<file path="config.mk">
export PLATFORM = sky130hd
export DESIGN_NAME = scan_select_sequencer
export DESIGN_NICKNAME = d
export VERILOG_FILES = /design/src/rtl/scan_select_sequencer_pkg.sv /design/src/rtl/scan_select_sequencer_next_channel_pick.sv /design/src/rtl/scan_select_sequencer.sv
export SDC_FILE = /design/constraint.sdc
export NUM_CORES = 1
export LEC_CHECK = 0
export ABC_AREA = 0
export BUFFER_PORTS_ARGS = -buffer_cell sky130_fd_sc_hd__buf_2
export CORE_MARGIN = 2
export CORE_UTILIZATION = 39
export CTS_BUF_LIST = sky130_fd_sc_hd__clkbuf_16
export DETAILED_ROUTE_END_ITERATION = 8
export GPL_TIMING_DRIVEN = 1
export HOLD_SLACK_MARGIN = 0.1
export SYNTH_ARGS = -nofsm -noshare
export SYNTH_HDL_FRONTEND = slang
export SYNTH_SLANG_ARGS = --single-unit
</file>
<file path="constraint.sdc">
create_clock -name clk -period 8.1 [get_ports clk]
set_clock_uncertainty 0.2 [all_clocks]
set_input_delay 0.81 -clock clk [delete_from_list [all_inputs] [get_ports clk]]
set_output_delay 0.81 -clock clk [all_outputs]
set_load 0.01 [all_outputs]
</file>
<file path="src/rtl/scan_select_sequencer_pkg.sv">
// Shared constants and state encoding for the scan select sequencer.
// Latency: none (definitions only).
// Backpressure: none (definitions only).
package scan_select_sequencer_pkg;

    // Number of decoder channels and the width of the select code driving them
    localparam int NCH   = 4;
    localparam int SEL_W = 2;

    // Sequencer states; encoding is fixed so other blocks can decode a tapped state bus
    typedef enum logic [1:0] {
        IDLE  = 2'd0,
        BLANK = 2'd1,
        DWELL = 2'd2
    } state_t;

endpackage

</file>
<file path="src/rtl/scan_select_sequencer_next_channel_pick.sv">
// Picks the next enabled channel: lowest set mask bit, either from index 0 or strictly above cur.
// Latency: purely combinational.
// Backpressure: none; wrap is raised when no qualifying channel exists.
module next_channel_pick
    import scan_select_sequencer_pkg::*;
(
    input  logic [NCH-1:0]   mask,
    input  logic [SEL_W-1:0] cur,
    input  logic             from_lowest,
    output logic [SEL_W-1:0] nxt,
    output logic             wrap
);

    logic found;

    // Priority scan from channel 0 upward; the first qualifying channel wins
    always_comb begin
        nxt   = '0;
        found = 1'b0;
        for (int i = 0; i < NCH; i++) begin
            if (!found && mask[i] && (from_lowest || (SEL_W'(i) > cur))) begin
                nxt   = SEL_W'(i);
                found = 1'b1;
            end
        end
        wrap = !found;
    end

endmodule

</file>
<file path="src/rtl/scan_select_sequencer.sv">
// Steps a 2-bit decoder select through enabled channels, one blanking cycle per change, programmable dwell.
// Latency: start sampled in cycle 0 -> BLANK in cycle 1 -> sel_valid in cycles 2..dwell+1; all outputs registered.
// Backpressure: none; start ignored while busy, stop aborts to IDLE next cycle with priority over everything.
module scan_select_sequencer
    import scan_select_sequencer_pkg::*;
#(
    parameter int DWELL_W = 8
) (
    input  logic               clk,
    input  logic               rst_n,
    input  logic               start,
    input  logic               stop,
    input  logic               single,
    input  logic [NCH-1:0]     ch_mask,
    input  logic [DWELL_W-1:0] dwell,
    output logic               s0,
    output logic               s1,
    output logic               sel_valid,
    output logic               busy,
    output logic               pass_done
);

    state_t             state_q, state_d;
    logic [SEL_W-1:0]   sel_q, sel_d;
    logic [NCH-1:0]     mask_q, mask_d;
    logic [DWELL_W-1:0] dwell_q, dwell_d;
    logic [DWELL_W-1:0] cnt_q, cnt_d;
    logic               single_q, single_d;
    logic               pass_done_d;
    logic               sel_valid_q;
    logic               busy_q;
    logic               pass_done_q;

    logic [NCH-1:0]     first_mask;
    logic [SEL_W-1:0]   first_idx;
    logic               first_none;
    logic [SEL_W-1:0]   adv_idx;
    logic               adv_wrap;

    // In IDLE the live mask is searched so the very first select is ready at BLANK;
    // during a scan only the latched mask matters (restart after wrap).
    assign first_mask = (state_q == IDLE) ? ch_mask : mask_q;

    next_channel_pick u_first_pick (
        .mask        (first_mask),
        .cur         (sel_q),
        .from_lowest (1'b1),
        .nxt         (first_idx),
        .wrap        (first_none)
    );

    next_channel_pick u_adv_pick (
        .mask        (mask_q),
        .cur         (sel_q),
        .from_lowest (1'b0),
        .nxt         (adv_idx),
        .wrap        (adv_wrap)
    );

    // Next-state, select and dwell counter; stop is checked first in every active state
    always_comb begin
        state_d     = state_q;
        sel_d       = sel_q;
        mask_d      = mask_q;
        dwell_d     = dwell_q;
        cnt_d       = cnt_q;
        single_d    = single_q;
        pass_done_d = 1'b0;
        case (state_q)
            IDLE: begin
                // first_none doubles as the empty-mask check
                if (start && !stop && !first_none) begin
                    mask_d   = ch_mask;
                    single_d = single;
                    dwell_d  = (dwell == '0) ? DWELL_W'(1) : dwell;
                    sel_d    = first_idx;
                    state_d  = BLANK;
                end
            end
            BLANK: begin
                if (stop) begin
                    state_d = IDLE;
                end else begin
                    cnt_d   = dwell_q - DWELL_W'(1);
                    state_d = DWELL;
                end
            end
            DWELL: begin
                if (stop) begin
                    state_d = IDLE;
                end else if (cnt_q != '0) begin
                    cnt_d = cnt_q - DWELL_W'(1);
                end else if (!adv_wrap) begin
                    sel_d   = adv_idx;
                    state_d = BLANK;
                end else begin
                    pass_done_d = 1'b1;
                    if (single_q) begin
                        state_d = IDLE;
                    end else begin
                        sel_d   = first_idx;
                        state_d = BLANK;
                    end
                end
            end
            default: begin
                state_d = IDLE;
            end
        endcase
    end

    // State and output registers; sel_valid/busy are registered from the next state so they align with it
    always_ff @(posedge clk or negedge rst_n) begin
        if (!rst_n) begin
            state_q     <= IDLE;
            sel_q       <= '0;
            mask_q      <= '0;
            dwell_q     <= '0;
            cnt_q       <= '0;
            single_q    <= 1'b0;
            sel_valid_q <= 1'b0;
            busy_q      <= 1'b0;
            pass_done_q <= 1'b0;
        end else begin
            state_q     <= state_d;
            sel_q       <= sel_d;
            mask_q      <= mask_d;
            dwell_q     <= dwell_d;
            cnt_q       <= cnt_d;
            single_q    <= single_d;
            sel_valid_q <= (state_d == DWELL);
            busy_q      <= (state_d != IDLE);
            pass_done_q <= pass_done_d;
        end
    end

    assign s0        = sel_q[1];
    assign s1        = sel_q[0];
    assign sel_valid = sel_valid_q;
    assign busy      = busy_q;
    assign pass_done = pass_done_q;

endmodule

</file>
==> flow_metrics.py, run 1 <==
metrics = {
    "status": {
        "outcome": "complete, no violations",
    },
    "timing": {
        "setup_viol": 0,
        "fin_crit_sh_pct": 35.0,
        "fin_ws_ns": 5.26,
        "finalHoldViolCount": 0,
        "tightestPinTransition_ns": 0.979,
        "slew_violations": 0,
        "fin_setup_tns_ns": 0,
        "max-slew-margin-rel_pct": 34.6,
        "rsz0062_at_grt": "false",
        "period_minus_slack_ns": 2.84,
        "fmax_mhz": 352,
    },
    "layout": {
        "drive_gt1_share_pct": 24.1,
        "diodes": 0,
        "final_nets": 211,
        "finalInstanceArea_um2": 1900,
        "post-route-util_pct": 46.6,
        "area_growth_pct": 12.2,
    },
    "global_route": {
        "grt_overflow": 0,
        "grt_pass1_vias": 1380,
        "grt_start_max_net_pins": 29,
        "grt_antenna_before_repair": 0,
        "grt_pass1_wl_mm": 6.79,
        "track_usage_pct": 17.4,
    },
    "floorplanning": {
        "io_pins": 22,
        "initial_core_util_pct": 41.5,
        "die_y_um": 70.0,
        "die-area_um2": 4900,
        "coreArea_um2": 4090,
        "dieWidth_um": 70.0,
        "rows": 23,
    },
    "synthesis": {
        "synth.area.mux_share_pct": 16.6,
        "yosys.cell_count.top_type": "dfrtp_1",
        "ys.flop_type": "dfrtp_1",
        "yosys.area_share.xor_xnor_pct": 0,
        "synth_adder_area_share_pct": 0.737,
        "ys_ff_latch": 28,
        "synth-simple-area-share_pct": 19.2,
        "synth_area_um2": 1700,
        "post_synth_num_cell_types": 45,
        "avgSynthCellArea_um2": 9.81,
        "yosysSeqAreaShare_pct": 41.3,
        "syn_inst": 173,
        "yosys_warnings": 0,
        "async_flop_share_pct": 100,
        "synth_top_family_by_area": "simple AND/OR/NAND/NOR gates",
        "yosys-top-cells-area": "dfrtp_1, mux2_2, mux2i_1",
        "yosys.area.top_type": "dfrtp_1",
        "yosys-top-cells-count": "dfrtp_1, a21oi_1, nand2_1, nor2_1",
        "synth_top_area_share_pct": 41.3,
        "synth-edff-count": 0,
        "synth_fp_nets": 191,
        "synth_compound_area_share_pct": 18.6,
    },
    "worst_setup_path": {
        "rrSetupSlack_ns": 5.29,
        "critical-path-top-delay-family": "compound AO/OA/AOI/OAI gates",
        "worst-path-buf-inv": 1,
        "cp_max_fo": 18,
        "worst-setup-path-type": "primary input to flip-flop",
        "worstPathRequired_ns": 8.05,
        "slowest_delay_ns": 0.80,
        "crit_arrival_ns": 2.79,
        "critPathLaunchType": "primary input",
        "cp-end-kind": "flip-flop",
        "crit_chain": "buf_2, or4_1, o31a_2, o311ai_4, nand2_4, mux2_4",
        "crit_slowest_cell": "o311ai_4",
    },
    "routing": {
        "ant_nets": 0,
        "dr.pass1.iters": 4,
        "drt_iter0_markers": 109,
        "avgRoutedWirePerCell_um": 17.0,
        "num_vias": 1432,
        "drc": 0,
        "drt-vias-per-instance": 5.94,
        "routed_wl_mm": 4.10,
    },
    "run": {
        "max_cap_violations": 0,
    },
    "placed_design": {
        "dp_slack_ns": 4.99,
        "port_buffers": 21,
        "globalplace.congestion": 0.913,
        "placed_area_um2": 1830,
        "dpl.hpwl_mm": 3.03,
    },
    "pwr": {
        "ir_drop_v": 0.000119,
        "power_uw": 556,
        "power_density_nw_per_um2": 292,
        "leakagePower_uw": 0.000864,
    },
    "cts": {
        "htreeDepth": 1,
        "cts_hold_repair.buffers": 0,
        "clk_pin_slew_ns": 0.07,
        "cts_made_buffers": 3,
        "insertion_delay_ns": 0.26,
        "cts_num_sinks": 28,
        "cts.path.max_buffers": 2,
        "cts_setup_buffers": 0,
        "cts_resized": 0,
        "cts_tree": "done",
        "cts_root_buf": "clkbuf_16",
    },
    "hold_path": {
        "holdCritPathClass": "flip-flop to flip-flop",
    },
}
## area by class of cell
type	instances	area (um^2)
inverters	5	18.8
fillers	402	2180
repair buffers	22	113
flip-flops and latches	28	701
well taps	50	62.6
multi-input cells	133	935
clock buffers	3	75.1
## tightest hold or removal path, stage by stage, from the launching register on
cell     delay (ns)
dfrtp_1        0.34
nand2_1        0.05
o21ai_0        0.06
## flip-flops by register name (all words and copies together) (netlist names)
name and count:
busy 1, sel_valid 1, pass_done 1, mask_q 4, dwell_q 8, single_q 1, cnt_q 8, sel_q 2
state_q 2
## path summary, 6_finish.rpt
| path | to | start | cells after the start |
|---|---|---|---|
| min in group asynchronous | cnt_q[6]$_DFFE_PN0P_ | rst_n | 1 |
| max in group asynchronous | mask_q[2]$_DFFE_PN0P_ | rst_n | 1 |
| setup / recovery | sel_q[0]$_DFFE_PN0P_ | ch_mask[2] | 6 |
| hold reg to reg | dwell_q[0]$_DFFE_PN0P_ | dwell_q[0]$_DFFE_PN0P_ | 2 |
| hold / removal | dwell_q[0]$_DFFE_PN0P_ | dwell_q[0]$_DFFE_PN0P_ | 2 |
| setup reg to reg | cnt_q[4]$_DFFE_PN0P_ | state_q[0]$_DFF_PN0_ | 6 |
## through the flow
stage,hold WS [ns],instances
floorplan,0.246,173
global placement,0.266,238
detailed placement,0.280,238
CTS,0.296,241
global route,0.347,241
finish,0.286,241
## report_power, final
group / leakage (uW) / internal [uW] / switching (uW)
logic: 0.000486 / 95.9 / 104
registers: 0.000341 / 185 / 59.2
clock network: 0.0000370 / 65.6 / 46.5
## per-layer routing
layer / track usage, % / vias up / wire, um
li1: - / 670 / -
met3: 3.17 / 13 / 308
met2: 26.6 / 69 / 1880
met1: 24.6 / 680 / 1830
met4: 5.98 / 0 / 83
met5: 0 / - / 0
## cells in the final DEF, fill, tap and decap left out, types with 5 or more instances in the layout
cell type  synthesis  layout
mux2i_1            9       9
nor2_1            15      15
buf_2              2      21
inv_1              5       5
nand2b_1           9       9
dfrtp_1           28      28
nand2_1           15      15
mux2_2             9       9
a21oi_1           15      15
nor2b_1            6       6
o21ai_0            8       8
mux2_4             6       6
## cells by family after synthesis
| family | after synthesis |
|---|---|
| AND/OR/NAND/NOR | 64 |
| multiplexers | 24 |
| flip-flops | 28 |
| AO/OA/AOI/OAI | 44 |
| buffers and inverters | 12 |
| adder cells (fa/ha/maj) | 1 |
(Power assumes the default switching activity.)
==> run 2, diff against run 1 <==
==> constraint.sdc (replaced) <==
create_clock -name clk -period 2.8 [get_ports clk]
set_clock_uncertainty 0.2 [all_clocks]
set_input_delay 0.28 -clock clk [delete_from_list [all_inputs] [get_ports clk]]
set_output_delay 0.28 -clock clk [all_outputs]
set_load 0.01 [all_outputs]
==> run 2 against run 1 <==
  * Global-route usage up 0.11 points
  * First-iteration DRC count down 55%
  * Clock-buffer cell count unchanged
  * Sequential share of layout area down 3.1 points
  * Critical endpoint is now cnt_q[6]$_DFFE_PN0P_
==> flow_metrics.py, run 2 (same netlist as run 1, synthesis figures left out) <==
metrics = {
    "status": {
        "outcome": "complete, no violations",
    },
    "worst_setup_path": {
        "cp_max_fo": 10,
        "worst-setup-path-type": "flip-flop to flip-flop",
        "endpoint": "cnt_q[6]$_DFFE_PN0P_",
        "r2r_end": "cnt_q[6]$_DFFE_PN0P_",
        "r2r_cells": 9,
        "critPathLaunchType": "flip-flop",
        "crit_arrival_ns": 2.56,
        "cp-end-kind": "flip-flop",
        "r2r_start": "state_q[1]$_DFF_PN0_",
        "rrSetupSlack_ns": 0.19,
        "worstPathRequired_ns": 2.75,
        "cp-startpoint": "state_q[1]$_DFF_PN0_",
    },
    "layout": {
        "final_common_cell": "dfrtp_1",
        "diodes": 0,
        "area_growth_pct": 22.5,
        "drive_gt1_share_pct": 24.3,
        "top_regs": "cnt_q: 8 flops, dwell_q: 8 flops, mask_q: 4 flops",
        "post-route-util_pct": 50.9,
        "layout_common_cells": "dfrtp_1, buf_2, nor2_1, a21oi_1, nand2_1",
        "final_nets": 225,
        "finalInstanceArea_um2": 2080,
    },
    "placed_design": {
        "dpl.hpwl_mm": 3.04,
        "globalplace.congestion": 0.896,
        "port_buffers": 21,
        "placed_area_um2": 1860,
    },
    "timing": {
        "tightestPinTransition_ns": 0.635,
        "period_minus_slack_ns": 2.61,
        "setup_viol": 0,
        "slew_violations": 0,
        "rsz0062_at_grt": "false",
        "fmax_mhz": 383,
        "fin_setup_tns_ns": 0,
        "max-slew-margin-rel_pct": 57.7,
        "finalHoldViolCount": 0,
        "holdWs_ns": 0.135,
        "fin_crit_sh_pct": 93.3,
    },
    "cts": {
        "cts.path.max_buffers": 2,
        "cts_num_sinks": 28,
        "cts_made_buffers": 3,
        "cts_tree": "done",
        "cts_setup_buffers": 0,
        "clk_pin_slew_ns": 0.07,
        "insertion_delay_ns": 0.26,
        "cts_root_buf": "clkbuf_16",
        "htreeDepth": 1,
        "cts_hold_repair.buffers": 11,
        "cts_resized": 0,
    },
    "global_route": {
        "grt_antenna_before_repair": 0,
        "grt_start_max_net_pins": 29,
        "track_usage_pct": 17.5,
        "grt_pass1_wl_mm": 6.93,
        "grt_pass1_vias": 1512,
        "grt_overflow": 0,
    },
    "floorplanning": {
        "coreArea_um2": 4090,
        "initial_core_util_pct": 41.5,
        "io_pins": 22,
        "dieWidth_um": 70.0,
        "die-area_um2": 4900,
        "die_y_um": 70.0,
        "rows": 23,
    },
    "pwr": {
        "ir_drop_v": 0.000428,
        "leakagePower_uw": 0.000943,
        "power_density_nw_per_um2": 823,
    },
    "routing": {
        "avgRoutedWirePerCell_um": 15.7,
        "routed_wl_mm": 4.02,
        "num_vias": 1459,
        "drt-vias-per-instance": 5.70,
        "drc": 0,
        "dr.pass1.iters": 4,
        "drt_iter0_markers": 49,
        "ant_nets": 0,
    },
    "hold_path": {
        "holdCritPathClass": "primary input to flip-flop",
    },
    "run": {
        "max_cap_violations": 0,
    },
}
## run 2: area by class of cell
| cell class | instances | area [um^2] |
|---|---|---|
| Timing Repair Buffer | 36 | 258 |
| Inverter | 5 | 18.8 |
| Sequential cell | 28 | 701 |
| Fill cell | 385 | 2010 |
| Tap cell | 50 | 62.6 |
| Multi-Input combinational cell | 133 | 935 |
| Clock buffer | 3 | 75.1 |
| Clock inverter | 1 | 30.0 |
## run 2: per-layer routing
metal / global-route usage, % / share of wire [%] / routed length [um]
met2: 27.9 / 48 / 1930
met5: 0 / 0 / 0
met1: 23.1 / 46 / 1860
met3: 3.46 / 4.3 / 175
met4: 7.26 / 1.3 / 53
## run 2: worst max-delay path: stages (launching register included)
cell       delay [ns]
dfrtp_1          0.47
nor2b_1          0.24
mux2_2           0.41
inv_1            0.10
ha_1             0.21
nand2b_1         0.09
mux2i_1          0.20
nand3_1          0.14
a211o_1          0.32
o2bb2ai_1        0.12
## run 2: where the power goes
part	total [uW]	internal, uW	switching [uW]	leakage, uW
clock	421	285	137	0.0000511
combinational	590	296	294	0.000551
sequential	701	536	166	0.000341
## run 2: how the worst min path moves through the flow
stage,from,to,slack [ns],depth (start not counted)
final,ch_mask[0],mask_q[0]$_DFFE_PN0P_,0.13,2
after detailed placement,rst_n,cnt_q[6]$_DFFE_PN0P_,0.14,1
after CTS,ch_mask[0],mask_q[0]$_DFFE_PN0P_,0.13,2
after global routing,ch_mask[1],mask_q[1]$_DFFE_PN0P_,0.14,2
after global placement,rst_n,cnt_q[6]$_DFFE_PN0P_,0.13,1
after floorplan,rst_n,busy$_DFF_PN0_,-0.22,0
## run 2: through the flow
step	cells	setup WS, ns	power [uW]
after floorplan	173	0.216	1100
after global placement	241	0.337	1250
after detailed placement	241	0.242	1280
after CTS	256	0.198	1720
after global routing	256	0.0168	1840
final	256	0.189	1710
==> run 3, diff against run 2 <==
--- a/config.mk
+++ b/config.mk
@@ -8,11 +8,13 @@
 export ABC_AREA = 0
 export BUFFER_PORTS_ARGS = -buffer_cell sky130_fd_sc_hd__buf_2
 export CORE_MARGIN = 2
-export CORE_UTILIZATION = 39
+export CORE_UTILIZATION = 55
 export CTS_BUF_LIST = sky130_fd_sc_hd__clkbuf_16
 export DETAILED_ROUTE_END_ITERATION = 8
 export GPL_TIMING_DRIVEN = 1
 export HOLD_SLACK_MARGIN = 0.1
+export PLACE_DENSITY = 0.76
+export REMOVE_ABC_BUFFERS = 1
 export SYNTH_ARGS = -nofsm -noshare
 export SYNTH_HDL_FRONTEND = slang
 export SYNTH_SLANG_ARGS = --single-unit
==> run 3 against run 2 <==
  * Combinational power up 3%
  * Die area down 28%
  * Largest power group unchanged
  * Critical path depth unchanged
  * Sequential cell count unchanged
  * Sequential share of layout area up 0.35 points
  * Sequential power down 1%
  * Routed wire length down 1.4%
  * First-iteration DRC count up 8.2%
  * Cell count down 5.9%
  * Final area down 1.0%
  * Clock-buffer cell count unchanged
==> flow_metrics.py, run 3 (same netlist as run 1, synthesis figures left out) <==
metrics = {
    "worst_setup_path": {
        "cp_max_fo": 5,
        "cp-end-kind": "flip-flop",
        "worst-path-buf-inv": 1,
        "crit_arrival_ns": 2.49,
        "crit_slowest_cell": "mux2_2",
        "slowest_delay_ns": 0.41,
        "worstPathRequired_ns": 2.75,
        "critical-path-top-delay-family": "multiplexers",
        "worst-setup-path-type": "flip-flop to flip-flop",
        "critPathLaunchType": "flip-flop",
        "crit_chain": "nor2b_1, mux2_2, inv_1, ha_1, nand2b_1, mux2i_1, nand3_1, a211o_1, o2bb2ai_1",
    },
    "cts": {
        "insertion_delay_ns": 0.27,
        "cts_num_sinks": 28,
        "cts_hold_repair.buffers": 10,
        "cts_setup_buffers": 0,
        "htreeDepth": 1,
        "cts_tree": "done",
        "cts_root_buf": "clkbuf_16",
        "cts_made_buffers": 3,
        "cts.path.max_buffers": 2,
        "clk_pin_slew_ns": 0.07,
        "cts_resized": 0,
    },
    "layout": {
        "area_growth_pct": 21.2,
        "fillerInstances": 227,
        "layout_common_cells": "dfrtp_1, buf_2, nor2_1, a21oi_1, nand2_1",
        "final_nets": 227,
        "drive_gt1_share_pct": 25.5,
        "top_regs": "cnt_q: 8 flops, dwell_q: 8 flops, mask_q: 4 flops",
        "final_common_cell": "dfrtp_1",
        "diodes": 0,
        "finalInstanceArea_um2": 2060,
    },
    "global_route": {
        "grt_start_max_net_pins": 29,
        "track_usage_pct": 25.5,
        "grt_pass1_vias": 1481,
        "grt_pass1_wl_mm": 6.68,
        "grt_antenna_before_repair": 0,
        "grt_overflow": 0,
    },
    "routing": {
        "dr.pass1.iters": 4,
        "num_vias": 1503,
        "ant_nets": 0,
        "avgRoutedWirePerCell_um": 16.5,
        "drt_iter0_markers": 53,
        "drt-vias-per-instance": 6.24,
        "drc": 0,
        "routed_wl_mm": 3.97,
    },
    "timing": {
        "finalHoldViolCount": 0,
        "fmax_mhz": 395,
        "max-slew-margin-rel_pct": 58.8,
        "holdWs_ns": 0.120,
        "slew_violations": 0,
        "fin_crit_sh_pct": 90.4,
        "fin_setup_tns_ns": 0,
        "tightestPinTransition_ns": 0.618,
        "rsz0062_at_grt": "false",
        "period_minus_slack_ns": 2.53,
        "setup_viol": 0,
    },
    "floorplanning": {
        "rows": 20,
        "initial_core_util_pct": 56.5,
        "coreArea_um2": 3000,
        "dieWidth_um": 59.6,
        "io_pins": 22,
        "die_y_um": 59.6,
        "die-area_um2": 3550,
    },
    "status": {
        "outcome": "complete, no violations",
    },
    "pwr": {
        "ir_drop_v": 0.000528,
        "leakagePower_uw": 0.000948,
        "power_density_nw_per_um2": 837,
    },
    "placed_design": {
        "port_buffers": 21,
        "placed_area_um2": 1850,
        "globalplace.congestion": 0.906,
        "dpl.hpwl_mm": 2.86,
    },
    "hold_path": {
        "holdCritPathClass": "primary input to flip-flop",
    },
    "run": {
        "max_cap_violations": 0,
    },
}
==> run 3: cell types whose count changed in the layout (fill, tap and decap cells not counted) <==
cell,previous run,this run
buf_4,3,7
buf_12,1,0
dlygate4sd3_1,11,10
==> run 3: final timing paths <==
path / start / end / slack (ns) / depth (start not counted)
max: state_q[1]$_DFF_PN0_ / cnt_q[6]$_DFFE_PN0P_ / 0.27 / 9
min: dwell[0] / dwell_q[0]$_DFFE_PN0P_ / 0.12 / 3
max reg2reg: state_q[1]$_DFF_PN0_ / cnt_q[6]$_DFFE_PN0P_ / 0.27 / 9
min reg2reg: dwell_q[0]$_DFFE_PN0P_ / dwell_q[0]$_DFFE_PN0P_ / 0.31 / 2
max in group asynchronous: rst_n / dwell_q[5]$_DFFE_PN0P_ / 1.64 / 2
min in group asynchronous: rst_n / cnt_q[0]$_DFFE_PN0P_ / 0.36 / 2
==> run 3: worst register-to-register path, stage by stage, from the launching register on <==
cell and delay (ns):
dfrtp_1 0.36, nor2b_1 0.23, mux2_2 0.41, inv_1 0.12, ha_1 0.22, nand2b_1 0.10
mux2i_1 0.21, nand3_1 0.15, a211o_1 0.32, o2bb2ai_1 0.12
==> run 3: where the power goes <==
| part | leakage [uW] | switching [uW] | total, uW | internal (uW) |
|---|---|---|---|---|
| logic | 0.000556 | 309 | 606 | 297 |
| clock network | 0.0000511 | 140 | 425 | 285 |
| registers | 0.000341 | 155 | 691 | 536 |
| total | 0.000948 | 604 | 1720 | 1120 |
==> run 3: per-stage QoR <==
| stage | instances | total power, uW | setup slack [ns] | utilization [%] |
|---|---|---|---|---|
| 2_1_floorplan | 166 | 1090 | -0.0443 | - |
| 4_1_cts | 241 | 1710 | 0.311 | 68.5 |
| 6_report | 241 | 1720 | 0.269 | 68.5 |
| 3_5_place_dp | 227 | 1270 | 0.335 | 61.7 |
| 3_3_place_gp | 227 | 1240 | 0.431 | 61.7 |
| 5_1_grt | 241 | 1830 | 0.134 | 68.5 |
==> run 3: layer usage <==
layer / up-vias / GRT usage (%) / routed length (um)
li1: 702 / - / -
met1: 737 / 32.0 / 1740
met2: 55 / 43.6 / 1940
met3: 9 / 3.71 / 197
met4: 0 / 10.8 / 85
met5: - / 0 / 0
==> run 3: layout make-up <==
cell class	count	area [um^2]	area share [%]
clock buffer	3	75.1	3.65
clock inverter	1	30.0	1.46
inverter	5	18.8	0.912
multi-input combinational	133	935	45.4
sequential	28	701	34.0
tap	33	41.3	2.01
timing repair buffer	38	258	12.5
